===== src/rtl/zeus_alu_pkg.sv =====
// Shared definitions for the ALU control sequencer: funct/control codes,
// sequencer states and op classes.
package zeus_alu_pkg;

    localparam logic [5:0] F_ADD  = 6'b000000;
    localparam logic [5:0] F_ADDU = 6'b000001;
    localparam logic [5:0] F_AND  = 6'b000010;
    localparam logic [5:0] F_DIV  = 6'b000011;
    localparam logic [5:0] F_DIVU = 6'b000100;
    localparam logic [5:0] F_MULT = 6'b000101;
    localparam logic [5:0] F_NOR  = 6'b000110;
    localparam logic [5:0] F_XOR  = 6'b000111;
    localparam logic [5:0] F_OR   = 6'b001000;
    localparam logic [5:0] F_SLT  = 6'b001001;
    localparam logic [5:0] F_SUB  = 6'b001010;
    localparam logic [5:0] F_SUBU = 6'b001011;
    localparam logic [5:0] F_SLL  = 6'b001100;
    localparam logic [5:0] F_SRL  = 6'b001101;
    localparam logic [5:0] F_SLTU = 6'b001110;

    localparam logic [5:0] C_ADD  = 6'b000000;
    localparam logic [5:0] C_AND  = 6'b000001;
    localparam logic [5:0] C_DIV  = 6'b000010;
    localparam logic [5:0] C_MULT = 6'b000011;
    localparam logic [5:0] C_SUB  = 6'b000100;
    localparam logic [5:0] C_OR   = 6'b000101;
    localparam logic [5:0] C_NOR  = 6'b000110;
    localparam logic [5:0] C_XOR  = 6'b000111;
    localparam logic [5:0] C_SLT  = 6'b001000;
    localparam logic [5:0] C_SLL  = 6'b001001;
    localparam logic [5:0] C_SRL  = 6'b001010;

    typedef enum logic [1:0] {
        IDLE  = 2'd0,
        MULTI = 2'd1,
        DONE  = 2'd2
    } state_t;

    typedef enum logic [1:0] {
        SINGLE = 2'd0,
        MUL    = 2'd1,
        DIV    = 2'd2
    } op_class_t;

    function automatic int max_int(input int a, input int b);
        return (a > b) ? a : b;
    endfunction

endpackage


===== src/rtl/alu_funct_decode.sv =====
// Combinational Funct/ALUOp/Sinal decoder. ALU_CTRL_SHIFT_EN adds the
// sll/srl/sltu codes; without it those codes decode as illegal.
module alu_funct_decode
    import zeus_alu_pkg::*;
#(
    parameter int FUNCT_W = 6,
    parameter int CTRL_W  = 6
) (
    input  logic [FUNCT_W-1:0] funct,
    input  logic               alu_op,
    input  logic [CTRL_W-1:0]  sinal,
    output logic [CTRL_W-1:0]  ctrl,
    output logic               is_unsigned,
    output op_class_t          op_class,
    output logic               illegal
);

    always_comb begin
        ctrl        = '0;
        is_unsigned = 1'b0;
        op_class    = SINGLE;
        illegal     = 1'b0;
        if (!alu_op) begin
            ctrl = sinal;
        end else begin
            case (funct)
                FUNCT_W'(F_ADD):  ctrl = CTRL_W'(C_ADD);
                FUNCT_W'(F_ADDU): begin ctrl = CTRL_W'(C_ADD);  is_unsigned = 1'b1; end
                FUNCT_W'(F_AND):  ctrl = CTRL_W'(C_AND);
                FUNCT_W'(F_DIV):  begin ctrl = CTRL_W'(C_DIV);  op_class = DIV; end
                FUNCT_W'(F_DIVU): begin ctrl = CTRL_W'(C_DIV);  op_class = DIV; is_unsigned = 1'b1; end
                FUNCT_W'(F_MULT): begin ctrl = CTRL_W'(C_MULT); op_class = MUL; end
                FUNCT_W'(F_NOR):  ctrl = CTRL_W'(C_NOR);
                FUNCT_W'(F_XOR):  ctrl = CTRL_W'(C_XOR);
                FUNCT_W'(F_OR):   ctrl = CTRL_W'(C_OR);
                FUNCT_W'(F_SLT):  ctrl = CTRL_W'(C_SLT);
                FUNCT_W'(F_SUB):  ctrl = CTRL_W'(C_SUB);
                FUNCT_W'(F_SUBU): begin ctrl = CTRL_W'(C_SUB);  is_unsigned = 1'b1; end
`ifdef ALU_CTRL_SHIFT_EN
                FUNCT_W'(F_SLL):  ctrl = CTRL_W'(C_SLL);
                FUNCT_W'(F_SRL):  ctrl = CTRL_W'(C_SRL);
                FUNCT_W'(F_SLTU): begin ctrl = CTRL_W'(C_SLT);  is_unsigned = 1'b1; end
`endif
                default:          illegal = 1'b1;
            endcase
        end
    end

endmodule


===== src/rtl/alu_control_seq.sv =====
// Registered ALU control decoder with a mult/div sequencer (Busy/Done/Flush).
//
//   state | meaning
//   IDLE  | no op in flight, waiting for an accept
//   MULTI | multi-cycle op counting down, Busy high
//   DONE  | one-cycle Done pulse; may accept the next op directly
module alu_control_seq
    import zeus_alu_pkg::*;
#(
    parameter int FUNCT_W    = 6,
    parameter int CTRL_W     = 6,
    parameter int MUL_CYCLES = 4,
    parameter int DIV_CYCLES = 32
) (
    input  logic               clock,
    input  logic               reset,
    input  logic               Valid,
    input  logic               Flush,
    input  logic [FUNCT_W-1:0] Funct,
    input  logic               ALUOp,
    input  logic [CTRL_W-1:0]  Sinal,
    output logic [CTRL_W-1:0]  Controle,
    output logic               Unsigned,
    output logic               Busy,
    output logic               Done,
    output logic               Illegal
);

    localparam int MAX_CYCLES = max_int(MUL_CYCLES, DIV_CYCLES);
    localparam int CNT_W      = (MAX_CYCLES > 1) ? $clog2(MAX_CYCLES) : 1;

    localparam logic [CNT_W-1:0] MUL_LOAD = CNT_W'(MUL_CYCLES - 1);
    localparam logic [CNT_W-1:0] DIV_LOAD = CNT_W'(DIV_CYCLES - 1);

    state_t           state_q, state_d;
    logic [CNT_W-1:0] cnt_q, cnt_d;
    logic             accept;

    logic [CTRL_W-1:0] dec_ctrl;
    logic              dec_unsigned;
    op_class_t         dec_class;
    logic              dec_illegal;

    alu_funct_decode #(
        .FUNCT_W (FUNCT_W),
        .CTRL_W  (CTRL_W)
    ) u_decode (
        .funct       (Funct),
        .alu_op      (ALUOp),
        .sinal       (Sinal),
        .ctrl        (dec_ctrl),
        .is_unsigned (dec_unsigned),
        .op_class    (dec_class),
        .illegal     (dec_illegal)
    );

    always_comb begin
        state_d = state_q;
        cnt_d   = cnt_q;
        accept  = 1'b0;
        case (state_q)
            IDLE, DONE: begin
                state_d = IDLE;
                if (Valid && !Flush) begin
                    accept = 1'b1;
                    case (dec_class)
                        MUL:     begin state_d = MULTI; cnt_d = MUL_LOAD; end
                        DIV:     begin state_d = MULTI; cnt_d = DIV_LOAD; end
                        default: state_d = DONE;
                    endcase
                end
            end
            MULTI: begin
                // Flush aborts silently; the control word keeps its last value
                if (Flush) begin
                    state_d = IDLE;
                    cnt_d   = '0;
                end else if (cnt_q == '0) begin
                    state_d = DONE;
                end else begin
                    cnt_d = cnt_q - CNT_W'(1);
                end
            end
            default: begin
                state_d = IDLE;
                cnt_d   = '0;
            end
        endcase
    end

    always_ff @(posedge clock or posedge reset) begin
        if (reset) begin
            state_q  <= IDLE;
            cnt_q    <= '0;
            Controle <= '0;
            Unsigned <= 1'b0;
            Illegal  <= 1'b0;
        end else begin
            state_q <= state_d;
            cnt_q   <= cnt_d;
            if (accept) begin
                Controle <= dec_ctrl;
                Unsigned <= dec_unsigned;
                Illegal  <= dec_illegal;
            end
        end
    end

    assign Busy = (state_q == MULTI);
    assign Done = (state_q == DONE);

endmodule


===== config.mk =====
export PLATFORM = sky130hd
export DESIGN_NAME = alu_control_seq
export DESIGN_NICKNAME = d
export VERILOG_FILES = /design/src/rtl/zeus_alu_pkg.sv /design/src/rtl/alu_funct_decode.sv /design/src/rtl/alu_control_seq.sv
export SDC_FILE = /design/constraint.sdc
export NUM_CORES = 1
export LEC_CHECK = 0
export CORE_MARGIN = 3
export CORE_UTILIZATION = 42
export DETAILED_ROUTE_END_ITERATION = 12
export GPL_ROUTABILITY_DRIVEN = 0
export PLACE_DENSITY = 0.85
export SYNTH_ARGS = -nofsm -noshare
export SYNTH_HDL_FRONTEND = slang
export SYNTH_SLANG_ARGS = --single-unit
export TNS_END_PERCENT = 30

===== constraint.sdc =====
create_clock -name clock -period 1.85 [get_ports clock]
set_clock_uncertainty 0.2 [all_clocks]
set_input_delay 0.37 -clock clock [delete_from_list [all_inputs] [get_ports clock]]
set_output_delay 0.37 -clock clock [all_outputs]
set_load 0.02 [all_outputs]

# --- Yosys cells after proc, flatten, opt, wreduce, memory -nomap -nowiden ---
# Index checks and enable logic that the tools add are counted.
totals:
  wordCells: 57
  in_bits: 17
  ff_bits: 15
  output_inout_bits: 10
op_classes:
  eq_ne: 19
  mux: 20
  n_addsub: 1
  n_reduce_logical: 12
op_table:
  columns: ["operator", "n"]
  rows:
  - ["4-bit case mux with 8 select lines", 1]
  - ["6-bit by 3-bit == test with 1-bit output, second input constant", 4]
  - ["6-bit by 4-bit == test with 1-bit output, second input constant", 4]
  - ["5-bit case mux with 2 select lines", 2]
  - ["5-bit two-way mux", 3]
  - ["6-bit by 2-bit == test with 1-bit output, second input constant", 2]
  - ["12-bit OR reduction", 1]
  - ["2-bit two-way mux", 5]
  - ["2-bit case mux with 2 select lines", 2]
  - ["2-bit OR reduction", 4]
  - ["6-bit by 1-bit == test with 1-bit output, second input constant", 1]
  - ["6-bit zero test", 1]
  - ["1-bit two-way mux", 6]
  - ["6-bit two-way mux", 1]
  - ["5-bit zero test", 1]
  - ["5-bit by 1-bit subtractor with 5-bit output, second input constant", 1]
  - ["2-bit by 1-bit == test with 1-bit output, second input constant", 2]
  - ["2-bit == test, second input constant", 2]
  - ["3-bit by 1-bit != test with 1-bit output, second input constant", 1]
  - ["3-bit by 2-bit != test with 1-bit output, second input constant", 1]
  - ["3-bit != test, second input constant", 1]
  - ["3-bit AND reduction", 1]
  - ["3-bit OR reduction", 1]
  - ["2-bit zero test", 1]
  - ["other kinds (3)", 3]

# --- Logic depth before layout (Yosys ltp) ---
# Gate-level depths: netlist (run 1).
logic_depth:
  depth_word: 9
  depth_mapped: 9
  mapped_depth_nobuf: 9

# --- Hierarchy ---
# From an unflattened synthesis (run 1), not the netlist that was laid out.
hier_totals:
  hier_cells: 108
  area_unflattened_um2: 1044.8
by_module_without_submodules:
  columns: ["module", "instances", "seq_area_each_um2", "area_each_um2", "cells_per_inst"]
  rows:
  - ["alu_control_seq", 1, 375.4, 800.8, 71]
  - ["alu_funct_decode", 1, 0.0, 244.0, 37]

# --- Least setup slack after synthesis (run 1) ---
# No wires, ideal clock.
synth_path:
  path_type: "input-to-reg"
  from: "input port ALUOp"
  to: "register cnt_q[0]"
  cell_stages: 8
  path_slack_ns: -0.637
  setup_time_ns: 0.079
  arrival_ns: 2.208
  t_required_ns: 1.571
  path_buffers: 1
  cell_sequence: "clkbuf_1 nand2_1 or4_1 ha_1 nor2_1 a21oi_1 o21bai_1 mux2i_1"
synth_between:
  elab_chain_cells: 4
  elab_cells_between_ends: 5
  cone_classes: "eq/ne: 3; mux: 1; reduce/logical: 1"
synth_rtl:
  columns: ["element", "line_no", "source"]
  rows:
  - ["start, declared", "alu_control_seq.sv:20", "input logic ALUOp,"]
  - ["2-bit two-way mux (*)", "alu_funct_decode.sv:23", "if (!alu_op) begin"]
  - ["2-bit == test or 2-bit by 1-bit == test with 1-bit output (tied branches)", "alu_control_seq.sv:66", "case (dec_class)"]
  - ["3-bit by 1-bit != test with 1-bit output (no line) (*)", null, null]
  - ["3-bit AND reduction (no line) (*)", null, null]
  - ["end signal, assigned", "alu_control_seq.sv:100", "cnt_q <= cnt_d;"]
  - ["end, declared", "alu_control_seq.sv:36", "logic [CNT_W-1:0] cnt_q, cnt_d;"]
# Mark *: on every way between the ends. The rest lies on a longest branch, timed or not.
# A chain may end at the register's enable or synchronous reset.

# --- Final worst setup path (run 1) ---
# Same ends and word-level chain as after synthesis.

==> results of run 1 <==
[through the flow]
step / setup TNS [ps] / power (W) / std cells / setup slack (ps) / hold slack, ps
finish: -399.1 / 0.0007830 / 189 / -114.7 / 156.2
global route: -880.3 / 0.0008104 / 189 / -199.3 / 184.6
CTS: -541.2 / 0.0007830 / 189 / -156.3 / 159.5
detailed placement: -6146 / 0.0005929 / 184 / -820.8 / 265.3
global placement: -5502 / 0.0005856 / 184 / -770.5 / 254.3
floorplan: -1123 / 0.0004753 / 108 / -299.5 / 71.48
[synthesized netlist by cell type (all sizes together), types with 2 or more instances]
cell,instances
dfrtp,15
nand2,11
nor2,10
o21ai,9
inv,7
nand2b,5
a21oi,4
buf,4
nand3b,4
clkbuf,3
mux2i,3
a22o,2
ha,2
nor3,2
nor3b,2
o21bai,2
o31a,2
or3b,2
xnor2,2
[final cells by class]
class                      instances  area (sq um)
clock buffer                       4         26.28
fill                             137         493.0
inverter                           7         26.28
multi-input combinational         79         614.3
sequential                        15         375.4
tap                               27         33.78
timing repair buffer              57         493.0
[how the worst min path moves through the flow]
stage / cells past startpoint / start / to / slack, ps
2_1_floorplan: 1 / reset / Controle[0]$_DFFE_PP0P_ / 70
3_3_place_gp: 2 / Controle[5]$_DFFE_PP0P_ / Controle[5]$_DFFE_PP0P_ / 250
3_5_place_dp: 2 / Controle[4]$_DFFE_PP0P_ / Controle[4]$_DFFE_PP0P_ / 270
4_1_cts: 3 / reset / cnt_q[1]$_DFFE_PP0P_ / 160
5_1_grt: 3 / reset / Illegal$_DFFE_PP0P_ / 180
6_report: 3 / reset / state_q[1]$_DFFE_PP0P_ / 160
[registers in the layout, summed over array words and instances (netlist names)]
name	count
Unsigned	1
state_q	2
cnt_q	5
Controle	6
Illegal	1
[timing repair]
item	CTS	global route
pin swaps	7	3
endpoints found under the setup margin	13	11
gates resized for setup	31	17
buffers inserted	1	0
[worst register-to-register path, stage by stage (launching register included)]
cell	delay, ps
dfrtp_1	410
inv_2	90
ha_4	130
or4b_4	470
buf_4	160
o21bai_4	120
mux2i_1	190
[where the power goes]
part,switching (W),internal [W]
clock network,0.000116,0.0000843
registers,0.0000144,0.000350
logic,0.000107,0.000111
[kinds of logic after synthesis]
kind of cell / Yosys count
adder cells (fa/ha/maj): 2
multiplexers: 3
AND/OR/NAND/NOR: 42
flip-flops: 15
AO/OA/AOI/OAI: 29
XOR/XNOR: 3
buffers and inverters: 14
[metal layers]
| layer | wire length (um) | part of all wire, % |
|---|---|---|
| met3 | 132 | 4.6 |
| met1 | 1136 | 40 |
| met4 | 112 | 3.9 |
| met2 | 1484 | 52 |
| met5 | 0 | 0 |
==> impl_metrics.env, run 1 <==
export IMPL_routedWlPerCell_um=15.16
export IMPL_cts_root_buf="clkbuf_4"
export IMPL_cp_slowest_stage_delay_ps=520
export IMPL_antenna_found_initial=0
export IMPL_postCtsHoldBufs=0
export IMPL_final_antenna_net_count=0
export IMPL_rrSetupSlack_ps=20
export IMPL_maxSlewViolCount=0
export IMPL_final_min_clock_period_ps=1965
export IMPL_muxShareOfSynthArea_pct=3.141
export IMPL_setup_ws_ps=-114.7
export IMPL_overflow=0
export IMPL_path_delay_family="simple AND/OR/NAND/NOR gates"
export IMPL_grt_first_pass_wirelength_um=4623
export IMPL_crit_required_ps=1880
export IMPL_post_dp_hpwl_um=2105
export IMPL_core_area_sq_um=2062
export IMPL_synth_top_family_by_area="simple AND/OR/NAND/NOR gates"
export IMPL_crit_end="cnt_q[0]$_DFFE_PP0P_"
export IMPL_arrival_ps=2000
export IMPL_avgSynthCellArea_sq_um=8.851
export IMPL_endpoint_kind="register"
export IMPL_synth_area_top_cells="dfrtp_1 (39%), nand2_1 (4.3%), o21ai_0 (4.2%)"
export IMPL_clk_pin_slew_ps=90
export IMPL_yosys_area_top_type="dfrtp_1"
export IMPL_synth_top_area_share_pct=39.27
export IMPL_status="complete, but fails checks"
export IMPL_r2r_end="cnt_q[0]$_DFFE_PP0P_"
export IMPL_cts_buffers=3
export IMPL_cp_max_fo=4
export IMPL_grt_use_total_pct=22.83
export IMPL_dieArea_sq_um=2884
export IMPL_synth_adder_area_share_pct=2.618
export IMPL_final_cell_mix="buf_4 (31), dfrtp_1 (15), nand2_1 (10)"
export IMPL_cts_buffer_depth=2
export IMPL_violations="setup timing"
export IMPL_maxCapViolCount=0
export IMPL_place_area_sq_um=1483
export IMPL_syn2layout_area_growth_pct=64.14
export IMPL_antennaDiodeCount=0
export IMPL_drt_iter0_drc=32
export IMPL_drc_errors=0
export IMPL_setup_viol_count_final=6
export IMPL_synth_distinct_cells=42
export IMPL_port_buffers=26
export IMPL_vias=1026
export IMPL_htreeDepth=1
export IMPL_ys_seq_elements=15
export IMPL_max_slew_margin_rel_pct=78.81
export IMPL_tightest_slew_ps=314.9
export IMPL_vdd_ir_drop_max_uv=484.6
export IMPL_finalHoldViolCount=0
export IMPL_gr_usage_met2_pct=40.93
export IMPL_die_w_um=53.71
export IMPL_crit_buf_inv=1
export IMPL_critPathLaunchType="input pin"
export IMPL_cts_tree="built"
export IMPL_crit_path_start="ALUOp"
export IMPL_synth_edf_count=0
export IMPL_start_util_pct=46.36
export IMPL_cts_sinks=15
export IMPL_wl_um=2866
export IMPL_hp_class="input pin to asynchronous set/reset pin"
export IMPL_async_flop_share_pct=100.0
export IMPL_leakage_nw=0.7713
export IMPL_placementRows=16
export IMPL_yosys_warnings=0
export IMPL_die_h_um=53.71
export IMPL_synth_fp_nets=127
export IMPL_fmax_mhz=509.0
export IMPL_drive_gt1_share_pct=35.80
export IMPL_fin_crit_sh_pct=106.2
export IMPL_grtUsageMet1_pct=22.70
export IMPL_synthFlopType="dfrtp_1"
export IMPL_p_per_area_nw_per_um2=499.1
export IMPL_worst_setup_path_type="input pin to register"
export IMPL_synth_simple_gate_area_share_pct=24.21
export IMPL_gr_usage_met3_pct=6.648
export IMPL_fin_area_sq_um=1569
export IMPL_netlist_area_sq_um=955.9
export IMPL_rr_worst_depth=6
export IMPL_cp_depth=8
export IMPL_insertion_delay_ps=300
export IMPL_layout_commonest_cell="buf_4"
export IMPL_synth_xor_area_share_pct=2.749
export IMPL_synth_seq_area_share_pct=39.27
export IMPL_dr_pass1_iters=4
export IMPL_syn_inst=108
export IMPL_nNetsFinal=182
export IMPL_cp_slowest_cell="or4_4"
export IMPL_grt_most_used_layer="met2"
export IMPL_grt_max_degree=16
export IMPL_crit_chain="clkdlybuf4s15_2 -> nand2_4 -> or4_4 -> ha_4 -> nor2_4 -> a21oi_4 -> o21bai_4 -> mux2i_1"
export IMPL_vias_per_cell=5.429
export IMPL_worstReg2RegStart="cnt_q[0]$_DFFE_PP0P_"
export IMPL_ios=27
export IMPL_rsz0062_at_grt="yes"
export IMPL_final_util_pct=76.09
export IMPL_synth_compound_area_share_pct=20.94
export IMPL_first_global_vias=1090
No activity file was read; power rests on OpenSTA's default activity.
==> inputs of run 2 (changes only) <==
--- a/config.mk
+++ b/config.mk
@@ -6,10 +6,11 @@
 export NUM_CORES = 1
 export LEC_CHECK = 0
 export CORE_MARGIN = 3
-export CORE_UTILIZATION = 42
+export CORE_UTILIZATION = 46
 export DETAILED_ROUTE_END_ITERATION = 12
 export GPL_ROUTABILITY_DRIVEN = 0
-export PLACE_DENSITY = 0.85
+export GPL_TIMING_DRIVEN = 1
+export PLACE_DENSITY = 0.88
 export SYNTH_ARGS = -nofsm -noshare
 export SYNTH_HDL_FRONTEND = slang
 export SYNTH_SLANG_ARGS = --single-unit
==> constraint.sdc (replaced) <==
create_clock -name clock -period 2.15 [get_ports clock]
set_clock_uncertainty 0.2 [all_clocks]
set_input_delay 0.43 -clock clock [delete_from_list [all_inputs] [get_ports clock]]
set_output_delay 0.43 -clock clock [all_outputs]
set_load 0.02 [all_outputs]
==> run 2 against run 1 <==
The flow now finishes without violations. Setup slack improved by 220 ps. Routed wire length fell by 8.7%. Combinational power fell by 15%. Sequential power fell by 14%. Sequential share of layout area rose by 2.6 points. Register-to-register slack improved by 110 ps. Critical path type unchanged.
==> impl_metrics.env, run 2 (synthesis results as in run 1) <==
export IMPL_final_util_pct=77.01
export IMPL_rrSetupSlack_ps=130
export IMPL_largest_reg_flops=6
export IMPL_worstReg2RegStart="cnt_q[0]$_DFFE_PP0P_"
export IMPL_ios=27
export IMPL_rsz0062_at_grt="no"
export IMPL_start_util_pct=51.97
export IMPL_wl_um=2617
export IMPL_cts_tree="built"
export IMPL_leakage_nw=0.6476
export IMPL_hold_depth=2
export IMPL_endpoint_kind="register"
export IMPL_cp_slowest_stage_delay_ps=240
export IMPL_first_global_vias=1014
export IMPL_vias=1001
export IMPL_final_min_clock_period_ps=2042
export IMPL_routedWlPerCell_um=14.95
export IMPL_crit_chain="clkdlybuf4s15_1 -> buf_4 -> nor2_2 -> a21oi_1 -> nor3_1 -> buf_4 -> ha_4 -> nor2_2 -> a21oi_2 -> o21bai_1 -> a22o_1"
export IMPL_maxSlewViolCount=0
export IMPL_maxCapViolCount=0
export IMPL_final_cells=175
export IMPL_tightest_slew_ps=595.3
export IMPL_vdd_ir_drop_max_uv=356.8
export IMPL_final_antenna_net_count=0
export IMPL_syn2layout_area_growth_pct=48.17
export IMPL_status="finished clean"
export IMPL_crit_path_start="Funct[2]"
export IMPL_postCtsHoldBufs=0
export IMPL_placementRows=15
export IMPL_cts_buffers=3
export IMPL_drc_errors=0
export IMPL_place_ws_ps=-682.4
export IMPL_grt_use_total_pct=21.95
export IMPL_clk_pin_slew_ps=90
export IMPL_insertion_delay_ps=280
export IMPL_dr_pass1_iters=4
export IMPL_critPathLaunchType="input pin"
export IMPL_n_fill_cell=133
export IMPL_max_slew_margin_rel_pct=60.27
export IMPL_worst_setup_path_type="input pin to register"
export IMPL_crit_required_ps=2120
export IMPL_r2r_end="cnt_q[3]$_DFFE_PP0P_"
export IMPL_fin_area_sq_um=1416
export IMPL_antennaDiodeCount=0
export IMPL_die_w_um=51.59
export IMPL_reg_largest_list="Controle: 6 flops, cnt_q: 5 flops, state_q: 2 flops"
export IMPL_p_per_area_nw_per_um2=469.9
export IMPL_arrival_ps=2020
export IMPL_final_cell_mix="buf_4 (18), clkdlybuf4s50_1 (17), dfrtp_1 (15)"
export IMPL_cp_max_fo=8
export IMPL_die_h_um=51.59
export IMPL_finalHoldViolCount=0
export IMPL_post_dp_hpwl_um=1972
export IMPL_drt_iter0_drc=26
export IMPL_setup_ws_ps=108.2
export IMPL_vias_per_cell=5.720
export IMPL_rr_worst_depth=6
export IMPL_nNetsFinal=170
export IMPL_fmax_mhz=489.8
export IMPL_htreeDepth=1
export IMPL_place_inst=170
export IMPL_drive_gt1_share_pct=26.00
export IMPL_crit_end="cnt_q[3]$_DFFE_PP0P_"
export IMPL_fin_crit_sh_pct=94.97
export IMPL_core_area_sq_um=1839
export IMPL_grt_first_pass_wirelength_um=4395
export IMPL_setup_viol_count_final=0
export IMPL_antenna_found_initial=0
export IMPL_grt_max_degree=16
export IMPL_dieArea_sq_um=2661
export IMPL_cp_slowest_cell="a22o_1"
export IMPL_top_register="Controle"
export IMPL_cts_root_buf="clkbuf_4"
export IMPL_overflow=0
export IMPL_layout_commonest_cell="buf_4"
export IMPL_cts_buffer_depth=2
export IMPL_cts_sinks=15
export IMPL_port_buffers=26
export IMPL_hp_class="register to register"
export IMPL_place_area_sq_um=1390
run 2: changes by cell type in the layout (fill, tap and decap cells not counted), sizes merged:
cell	before	now
dlygate4sd2	6	3
clkdlybuf4s15	3	2
buf	33	21
clkdlybuf4s50	9	17
dlymetal6s2s	4	0
run 2: stage by stage:
step | power, W | hold slack, ps | TNS (ps)
5_1_grt | 0.0006970 | 317.2 | 0
3_5_place_dp | 0.0005053 | 267.6 | -3622
3_3_place_gp | 0.0004983 | 260.7 | -3147
4_1_cts | 0.0006661 | 296.5 | 0
6_report | 0.0006656 | 294.8 | 0
2_1_floorplan | 0.0004090 | 131.5 | -137.0
run 2: worst min-delay path by stage:
stage / start / endpoint / slack, ps
after global routing: Controle[4]$_DFFE_PP0P_ / Controle[4]$_DFFE_PP0P_ / 320
after floorplan: reset / Controle[0]$_DFFE_PP0P_ / 130
final: Controle[4]$_DFFE_PP0P_ / Controle[4]$_DFFE_PP0P_ / 290
after detailed placement: Controle[4]$_DFFE_PP0P_ / Controle[4]$_DFFE_PP0P_ / 270
after CTS: Controle[4]$_DFFE_PP0P_ / Controle[4]$_DFFE_PP0P_ / 300
after global placement: Controle[5]$_DFFE_PP0P_ / Controle[5]$_DFFE_PP0P_ / 260
run 2: area by class of cell:
cell class	instances	area, sq um	share of cell area, %
repair buffers	45	382.9	27.03
flip-flops and latches	15	375.4	26.50
clock buffers	4	26.28	1.855
well taps	25	31.28	2.208
inverters	7	26.28	1.855
multi-input cells	79	574.3	40.55
run 2: per-layer routing:
layer	global-route usage (%)	part of all wire [%]	vias up
met1	26.04	41	483
met5	0	0	-
met3	3.725	7.4	6
met2	39.19	51	47
met4	8.297	1.5	0
li1	-	-	465
run 2: worst max-delay path: cells and delay by family:
kind	cells	cell delay, ps
buffers and inverters	3	530
AOI/OAI and AO/OA	4	510
and+or+nand+nor	3	350
adders and majority gates	1	200
run 2: power breakdown:
group	internal [W]	switching (W)
Combinational	0.0000965	0.0000900
Clock	0.0000721	0.0000931
Sequential	0.000301	0.0000130
Total	0.000470	0.000196
run 2: repair_timing:
| action | CTS | global route |
|---|---|---|
| resized for setup | 16 | 12 |
| gates cloned | 0 | 0 |
| setup endpoints to repair | 8 | 5 |
| setup buffers | 1 | 0 |
| pin swaps | 5 | 5 |
